**config.mk**
```make
export PLATFORM = sky130hd
export DESIGN_NAME = fetch_unit_flat
export DESIGN_NICKNAME = d
export VERILOG_FILES = /design/src/rtl/fetch_unit_if.sv /design/src/rtl/fetch_unit.sv /design/src/flat_wrapper.sv
export SDC_FILE = /design/constraint.sdc
export NUM_CORES = 1
export LEC_CHECK = 0
export ABC_AREA = 1
export BUFFER_PORTS_ARGS = -buffer_cell sky130_fd_sc_hd__buf_2
export CORE_MARGIN = 2
export CORE_UTILIZATION = 45
export DETAILED_ROUTE_END_ITERATION = 16
export HOLD_SLACK_MARGIN = 0.05
export PLACE_DENSITY = 0.69
export SETUP_SLACK_MARGIN = 0.5
export SYNTH_ARGS = -nofsm -noshare
export SYNTH_HDL_FRONTEND = slang
export SYNTH_SLANG_ARGS = --single-unit
```
**constraint.sdc**
```tcl
create_clock -name clock -period 5.1 [get_ports clock]
set_clock_uncertainty 0.2 [all_clocks]
set_input_delay 0.51 -clock clock [delete_from_list [all_inputs] [get_ports clock]]
set_output_delay 0.51 -clock clock [all_outputs]
set_load 0.01 [all_outputs]
```
**src/rtl/fetch_unit_if.sv**
```systemverilog
// Fetch-unit bus bundle: imem request/response, decode-facing queue head, redirect and status.
// master = fetch unit side, slave = memory/decode/environment side.
interface fetch_unit_if #(
  parameter int ADDR_WIDTH  = 32,
  parameter int QUEUE_DEPTH = 4
);
  logic                                 redirect;
  logic [ADDR_WIDTH-1:0]                redirect_pc;
  logic                                 imem_req_valid;
  logic                                 imem_req_ready;
  logic [ADDR_WIDTH-1:0]                imem_req_address;
  logic                                 imem_resp_valid;
  logic [31:0]                          imem_resp_data;
  logic                                 instr_valid;
  logic                                 instr_ready;
  logic [31:0]                          instr;
  logic [ADDR_WIDTH-1:0]                instr_pc;
  logic [$clog2(QUEUE_DEPTH+1)-1:0]     queue_count;
  logic                                 protocol_error;

  modport master (
    input  redirect, redirect_pc, imem_req_ready, imem_resp_valid, imem_resp_data, instr_ready,
    output imem_req_valid, imem_req_address, instr_valid, instr, instr_pc, queue_count,
           protocol_error
  );

  modport slave (
    output redirect, redirect_pc, imem_req_ready, imem_resp_valid, imem_resp_data, instr_ready,
    input  imem_req_valid, imem_req_address, instr_valid, instr, instr_pc, queue_count,
           protocol_error
  );
endinterface

```
**src/rtl/fetch_unit.sv**
```systemverilog
// Decoupled instruction fetch: credit-limited sequential requests, in-order responses buffered
// with their PCs in a small FIFO, redirect flushes the queue and drops in-flight responses.
module fetch_unit #(
  parameter int                    ADDR_WIDTH  = 32,
  parameter int                    QUEUE_DEPTH = 4,
  parameter logic [ADDR_WIDTH-1:0] RESET_PC    = '0
) (
  input  logic         clock,
  input  logic         reset,
  fetch_unit_if.master bus
);
  localparam int CW = $clog2(QUEUE_DEPTH + 1);
  localparam int PW = $clog2(QUEUE_DEPTH);
  localparam logic [CW:0] DEPTH_C = (CW + 1)'(QUEUE_DEPTH);
  localparam logic [ADDR_WIDTH-1:0] WORD_C = ADDR_WIDTH'(4);

  logic [ADDR_WIDTH-1:0] fetch_pc_q, fetch_pc_d;
  logic [ADDR_WIDTH-1:0] expect_pc_q, expect_pc_d;
  logic [CW-1:0]         inflight_q, inflight_d;
  logic [CW-1:0]         drop_q, drop_d;
  logic [CW-1:0]         count_q, count_d;
  logic [PW-1:0]         rd_ptr_q, rd_ptr_d;
  logic [PW-1:0]         wr_ptr_q, wr_ptr_d;
  logic                  perr_q, perr_d;

  logic [31:0]           q_instr [QUEUE_DEPTH];
  logic [ADDR_WIDTH-1:0] q_pc    [QUEUE_DEPTH];

  logic                  credit_ok, req_valid, req_fire;
  logic                  resp_ok, resp_keep, push, pop;
  logic [ADDR_WIDTH-1:0] redirect_pc_al;
  logic                  unused_pc_bits;

  assign unused_pc_bits = ^bus.redirect_pc[1:0];

  always_comb begin
    // Outstanding requests plus queued entries never exceed the queue size.
    credit_ok      = ({1'b0, count_q} + {1'b0, inflight_q}) < DEPTH_C;
    req_valid      = !reset && !bus.redirect && credit_ok;
    req_fire       = req_valid && bus.imem_req_ready;
    resp_ok        = bus.imem_resp_valid && (inflight_q != '0);
    resp_keep      = resp_ok && (drop_q == '0);
    push           = resp_keep && !bus.redirect;
    pop            = (count_q != '0) && bus.instr_ready && !bus.redirect;
    redirect_pc_al = {bus.redirect_pc[ADDR_WIDTH-1:2], 2'b00};

    fetch_pc_d  = fetch_pc_q;
    expect_pc_d = expect_pc_q;
    drop_d      = drop_q;
    count_d     = count_q;
    rd_ptr_d    = rd_ptr_q;
    wr_ptr_d    = wr_ptr_q;
    inflight_d  = inflight_q + CW'(req_fire) - CW'(resp_ok);
    perr_d      = perr_q | (bus.imem_resp_valid && (inflight_q == '0));

    if (bus.redirect) begin
      // Everything still outstanding after this cycle belongs to the old path.
      fetch_pc_d  = redirect_pc_al;
      expect_pc_d = redirect_pc_al;
      drop_d      = inflight_q - CW'(resp_ok);
      count_d     = '0;
      rd_ptr_d    = '0;
      wr_ptr_d    = '0;
    end else begin
      if (req_fire)             fetch_pc_d = fetch_pc_q + WORD_C;
      if (resp_ok && !resp_keep) drop_d    = drop_q - CW'(1);
      if (push) begin
        expect_pc_d = expect_pc_q + WORD_C;
        wr_ptr_d    = wr_ptr_q + PW'(1);
      end
      if (pop) rd_ptr_d = rd_ptr_q + PW'(1);
      count_d = count_q + CW'(push) - CW'(pop);
    end
  end

  always_ff @(posedge clock) begin
    if (reset) begin
      fetch_pc_q  <= RESET_PC;
      expect_pc_q <= RESET_PC;
      inflight_q  <= '0;
      drop_q      <= '0;
      count_q     <= '0;
      rd_ptr_q    <= '0;
      wr_ptr_q    <= '0;
      perr_q      <= 1'b0;
    end else begin
      fetch_pc_q  <= fetch_pc_d;
      expect_pc_q <= expect_pc_d;
      inflight_q  <= inflight_d;
      drop_q      <= drop_d;
      count_q     <= count_d;
      rd_ptr_q    <= rd_ptr_d;
      wr_ptr_q    <= wr_ptr_d;
      perr_q      <= perr_d;
    end
  end

  // Queue storage carries data only; validity lives in count_q.
  always_ff @(posedge clock) begin
    if (push) begin
      q_instr[wr_ptr_q] <= bus.imem_resp_data;
      q_pc[wr_ptr_q]    <= expect_pc_q;
    end
  end

  assign bus.imem_req_valid   = req_valid;
  assign bus.imem_req_address = fetch_pc_q;
  assign bus.instr_valid      = (count_q != '0);
  assign bus.instr            = q_instr[rd_ptr_q];
  assign bus.instr_pc         = q_pc[rd_ptr_q];
  assign bus.queue_count      = count_q;
  assign bus.protocol_error   = perr_q;
endmodule
```
**src/flat_wrapper.sv**
```systemverilog
// flat-port wrapper written by rule: the top's interface ports become plain ports
module fetch_unit_flat 
#(
  parameter int                    ADDR_WIDTH  = 32,
  parameter int                    QUEUE_DEPTH = 4,
  parameter logic [ADDR_WIDTH-1:0] RESET_PC    = '0
)
  (clock, reset, bus_redirect, bus_redirect_pc, bus_imem_req_ready, bus_imem_resp_valid, bus_imem_resp_data, bus_instr_ready, bus_imem_req_valid, bus_imem_req_address, bus_instr_valid, bus_instr, bus_instr_pc, bus_queue_count, bus_protocol_error);
  fetch_unit_if #(.ADDR_WIDTH(ADDR_WIDTH), .QUEUE_DEPTH(QUEUE_DEPTH)) bus_i ();
  input  logic clock;
  input  logic reset;
  input wire logic [$bits(bus_i.redirect)-1:0] bus_redirect;
  input wire logic [$bits(bus_i.redirect_pc)-1:0] bus_redirect_pc;
  input wire logic [$bits(bus_i.imem_req_ready)-1:0] bus_imem_req_ready;
  input wire logic [$bits(bus_i.imem_resp_valid)-1:0] bus_imem_resp_valid;
  input wire logic [$bits(bus_i.imem_resp_data)-1:0] bus_imem_resp_data;
  input wire logic [$bits(bus_i.instr_ready)-1:0] bus_instr_ready;
  output wire logic [$bits(bus_i.imem_req_valid)-1:0] bus_imem_req_valid;
  output wire logic [$bits(bus_i.imem_req_address)-1:0] bus_imem_req_address;
  output wire logic [$bits(bus_i.instr_valid)-1:0] bus_instr_valid;
  output wire logic [$bits(bus_i.instr)-1:0] bus_instr;
  output wire logic [$bits(bus_i.instr_pc)-1:0] bus_instr_pc;
  output wire logic [$bits(bus_i.queue_count)-1:0] bus_queue_count;
  output wire logic [$bits(bus_i.protocol_error)-1:0] bus_protocol_error;
  assign bus_i.redirect = bus_redirect;
  assign bus_i.redirect_pc = bus_redirect_pc;
  assign bus_i.imem_req_ready = bus_imem_req_ready;
  assign bus_i.imem_resp_valid = bus_imem_resp_valid;
  assign bus_i.imem_resp_data = bus_imem_resp_data;
  assign bus_i.instr_ready = bus_instr_ready;
  assign bus_imem_req_valid = bus_i.imem_req_valid;
  assign bus_imem_req_address = bus_i.imem_req_address;
  assign bus_instr_valid = bus_i.instr_valid;
  assign bus_instr = bus_i.instr;
  assign bus_instr_pc = bus_i.instr_pc;
  assign bus_queue_count = bus_i.queue_count;
  assign bus_protocol_error = bus_i.protocol_error;
  fetch_unit #(.ADDR_WIDTH(ADDR_WIDTH), .QUEUE_DEPTH(QUEUE_DEPTH), .RESET_PC(RESET_PC)) u_core (.clock(clock), .reset(reset), .bus(bus_i));
endmodule
```
==> results.toml <==
[clock_tree]
h-tree-depth = 2
cts_made_buffers = 35
cts_buffer_depth = 3
root_buffer = "clkbuf_16"
cts_sinks = 324
cts.clk_slew.worst_paths_ns = 0.06
clock_latency_ns = 0.52
cts_tree = "built"

[layout]
nFillCells = 2731
drive_gt1_share_pct = 15.4
area_growth_pct = 17.9
antenna_cells = 0
fin_nets = 1677

[timing]
final-setup-viol-count = 0
setup_ws_ns = 1.06
rsz0062_at_grt = "false"
fmax_ghz = 0.248
slew_violations = 0
finalSetupTns_ns = 0
slew_headroom_pct = 24.2
tightestPinTransition_ns = 1.14
timing.hold.ws_ns = 0.0729
hold_violations = 0
period_needed_ns = 4.04
period_share_pct = 79.2

[placement]
portBuffers = 165
post-dp-hpwl_mm = 20.9
gp_routability_congestion = 0.915
dpl_worst_slack_ns = 1.59

[grt]
grtUsageMet1_pct = 28.7
gr-total-overflow = 0
grt_use_met2_pct = 32.9
grt_pass1_vias = 9862
antenna_found_initial = 0
grt_pass1_wl_mm = 52.8
grt_use_met3_pct = 3.29
top_usage_layer = "met2"
grt_use_total_pct = 20.3
grt_max_degree = 89

[power]
ir_worst_vdd_v = 0.000197
leakagePower_nw = 6.21
power.total_w = 0.00594
power_density_nw_per_um2 = 359

[floorplanning]
die_area_sq_um = 32600
start_util_pct = 45.8
die_y_um = 181
rows = 64
dieWidth_um = 181
core_area_sq_um = 30700
io_pins = 172

[route]
wl_mm = 33.8
via_count = 10645
viasPerCell = 5.31
postRouteAntennaNets = 0
wl_per_cell_um = 16.9
drtPass1Iterations = 5
drtIter0Drc = 925
drc = 0

[synthesis]
synth_edf_count = 248
yosysMostFrequentCell = "edfxtp_1"
netlist_area_sq_um = 14000
synth_seq_cells = 324
synth_top_area_share_pct = 53.1
synthArstFlopShare_pct = 0
synth_common_cells = "248 x edfxtp_1, 245 x nor2_1, 222 x nand2_1"
ys_top_cells_by_area = "edfxtp_1 53%, dfxtp_1 11%, nor2_1 6.6%"
yosys.cell_types.count = 35
yosys.area.top_type = "edfxtp_1"
syn_avg_cell_area_sq_um = 10.0
yosysSeqAreaShare_pct = 63.9
syn-instance-count = 1403
synth-warning-count = 0
synth_top_flop_cell = "edfxtp_1"

[min_path]
min-delay-start = "bus_redirect_pc[30]"
hold_class = "in2reg"
min_path_cells = 3

[setup_path]
rrSetupSlack_ns = 2.14
worstPathArrival_ns = 3.33
critPathLaunchType = "flop"
path_class = "reg2out"
required_ns = 4.39
r2r_cells = 11
timing.rr.start = "u_core.drop_q[0]$_SDFFE_PP0P_"
setup.worst_path.end_class = "primary output"
cp_max_fo = 88

[job]
drv_cap = 0

[run_status]
status = "completed"
-- power breakdown --
part / total [W] / switching, W / leakage, nW / internal (W)
combinational: 0.000584 / 0.000366 / 2.84 / 0.000218
sequential: 0.00308 / 0.000104 / 2.88 / 0.00298
clock: 0.00228 / 0.000978 / 0.492 / 0.00130
-- per-stage QoR --
stage               instance area [sq um]  cells  util (%)
finish                              16500   2006      53.9
global route                        16500   2006      53.9
CTS                                 16500   2006      53.9
detailed placement                  15200   1916      49.6
global placement                    15200   1916      49.6
floorplan                           14000   1406         -
-- flip-flops by register name, indices dropped and copies added (netlist names), named ones only --
register,count
u_core.inflight_q,3
u_core.q_pc,120
u_core.bus.queue_count,3
u_core.bus.protocol_error,1
u_core.rd_ptr_q,2
u_core.drop_q,3
u_core.q_instr,128
u_core.wr_ptr_q,2
u_core.bus.imem_req_address,30
u_core.expect_pc_q,30
-- final timing paths --
path                                                                endpoint
worst min register to register          u_core.bus.protocol_error$_SDFF_PP0_
worst max-delay path                                           bus_instr[27]
worst max register to register                  u_core.q_pc[2][29]$_DFFE_PP_
worst min-delay path            u_core.bus.imem_req_address[30]$_SDFFE_PP0P_
-- logic make-up after synthesis --
group / share of synthesized area [%]
AO/OA/AOI/OAI: 11.8
adder cells (fa/ha/maj): 1.71
AND/OR/NAND/NOR: 16.5
other: 0.0267
buffers and inverters: 4.91
XOR/XNOR: 1.12
flip-flops: 63.9
-- routing by layer --
layer | up-vias | part of all wire, %
li1 | 5208 | -
met1 | 4997 | 45
met2 | 394 | 46
met3 | 46 | 7.4
met4 | 0 | 1.7
met5 | - | 0
-- critical path, cell delays in order (launching register included) --
cell,delay (ns)
dfxtp_4,0.68
clkinv_2,1.04
buf_4,0.56
o21ai_0,0.21
o22ai_1,0.12
buf_2,0.15
-- placed cells by master (no fill, tap or decap), drive strengths merged, types with 2 or more instances in the layout --
cell type | netlist | final
nor2 | 253 | 253
buf | 18 | 180
a31oi | 12 | 12
edfxtp | 248 | 248
o21bai | 3 | 3
o22ai | 66 | 66
nor3 | 6 | 6
nand2 | 225 | 225
inv | 99 | 101
clkinv | 1 | 8
dlygate4sd3 | 0 | 32
fa | 2 | 2
clkbuf | 48 | 48
or2 | 3 | 3
a21oi | 55 | 55
nand3 | 70 | 70
xor2 | 15 | 15
xnor2 | 3 | 3
conb | 1 | 4
o21ai | 171 | 171
ha | 16 | 16
nand4 | 8 | 8
dfxtp | 76 | 76
-- layout make-up --
cell class / instances / area [sq um] / area share [%]
Clock buffer: 48 / 945 / 5.71
Clock inverter: 10 / 73.8 / 0.446
Inverter: 100 / 378 / 2.28
Multi-Input combinational cell: 916 / 4420 / 26.7
Sequential cell: 324 / 8970 / 54.2
Tap cell: 396 / 495 / 3.00
Timing Repair Buffer: 212 / 1260 / 7.61
-- repair_timing --
| item | in CTS | in global routing |
|---|---|---|
| hold buffers | 32 | 0 |
| buffers inserted | 0 | 0 |
| gates resized for setup | 0 | 0 |
| hold endpoints to repair | 128 | 0 |
(Power assumes the default switching activity.)
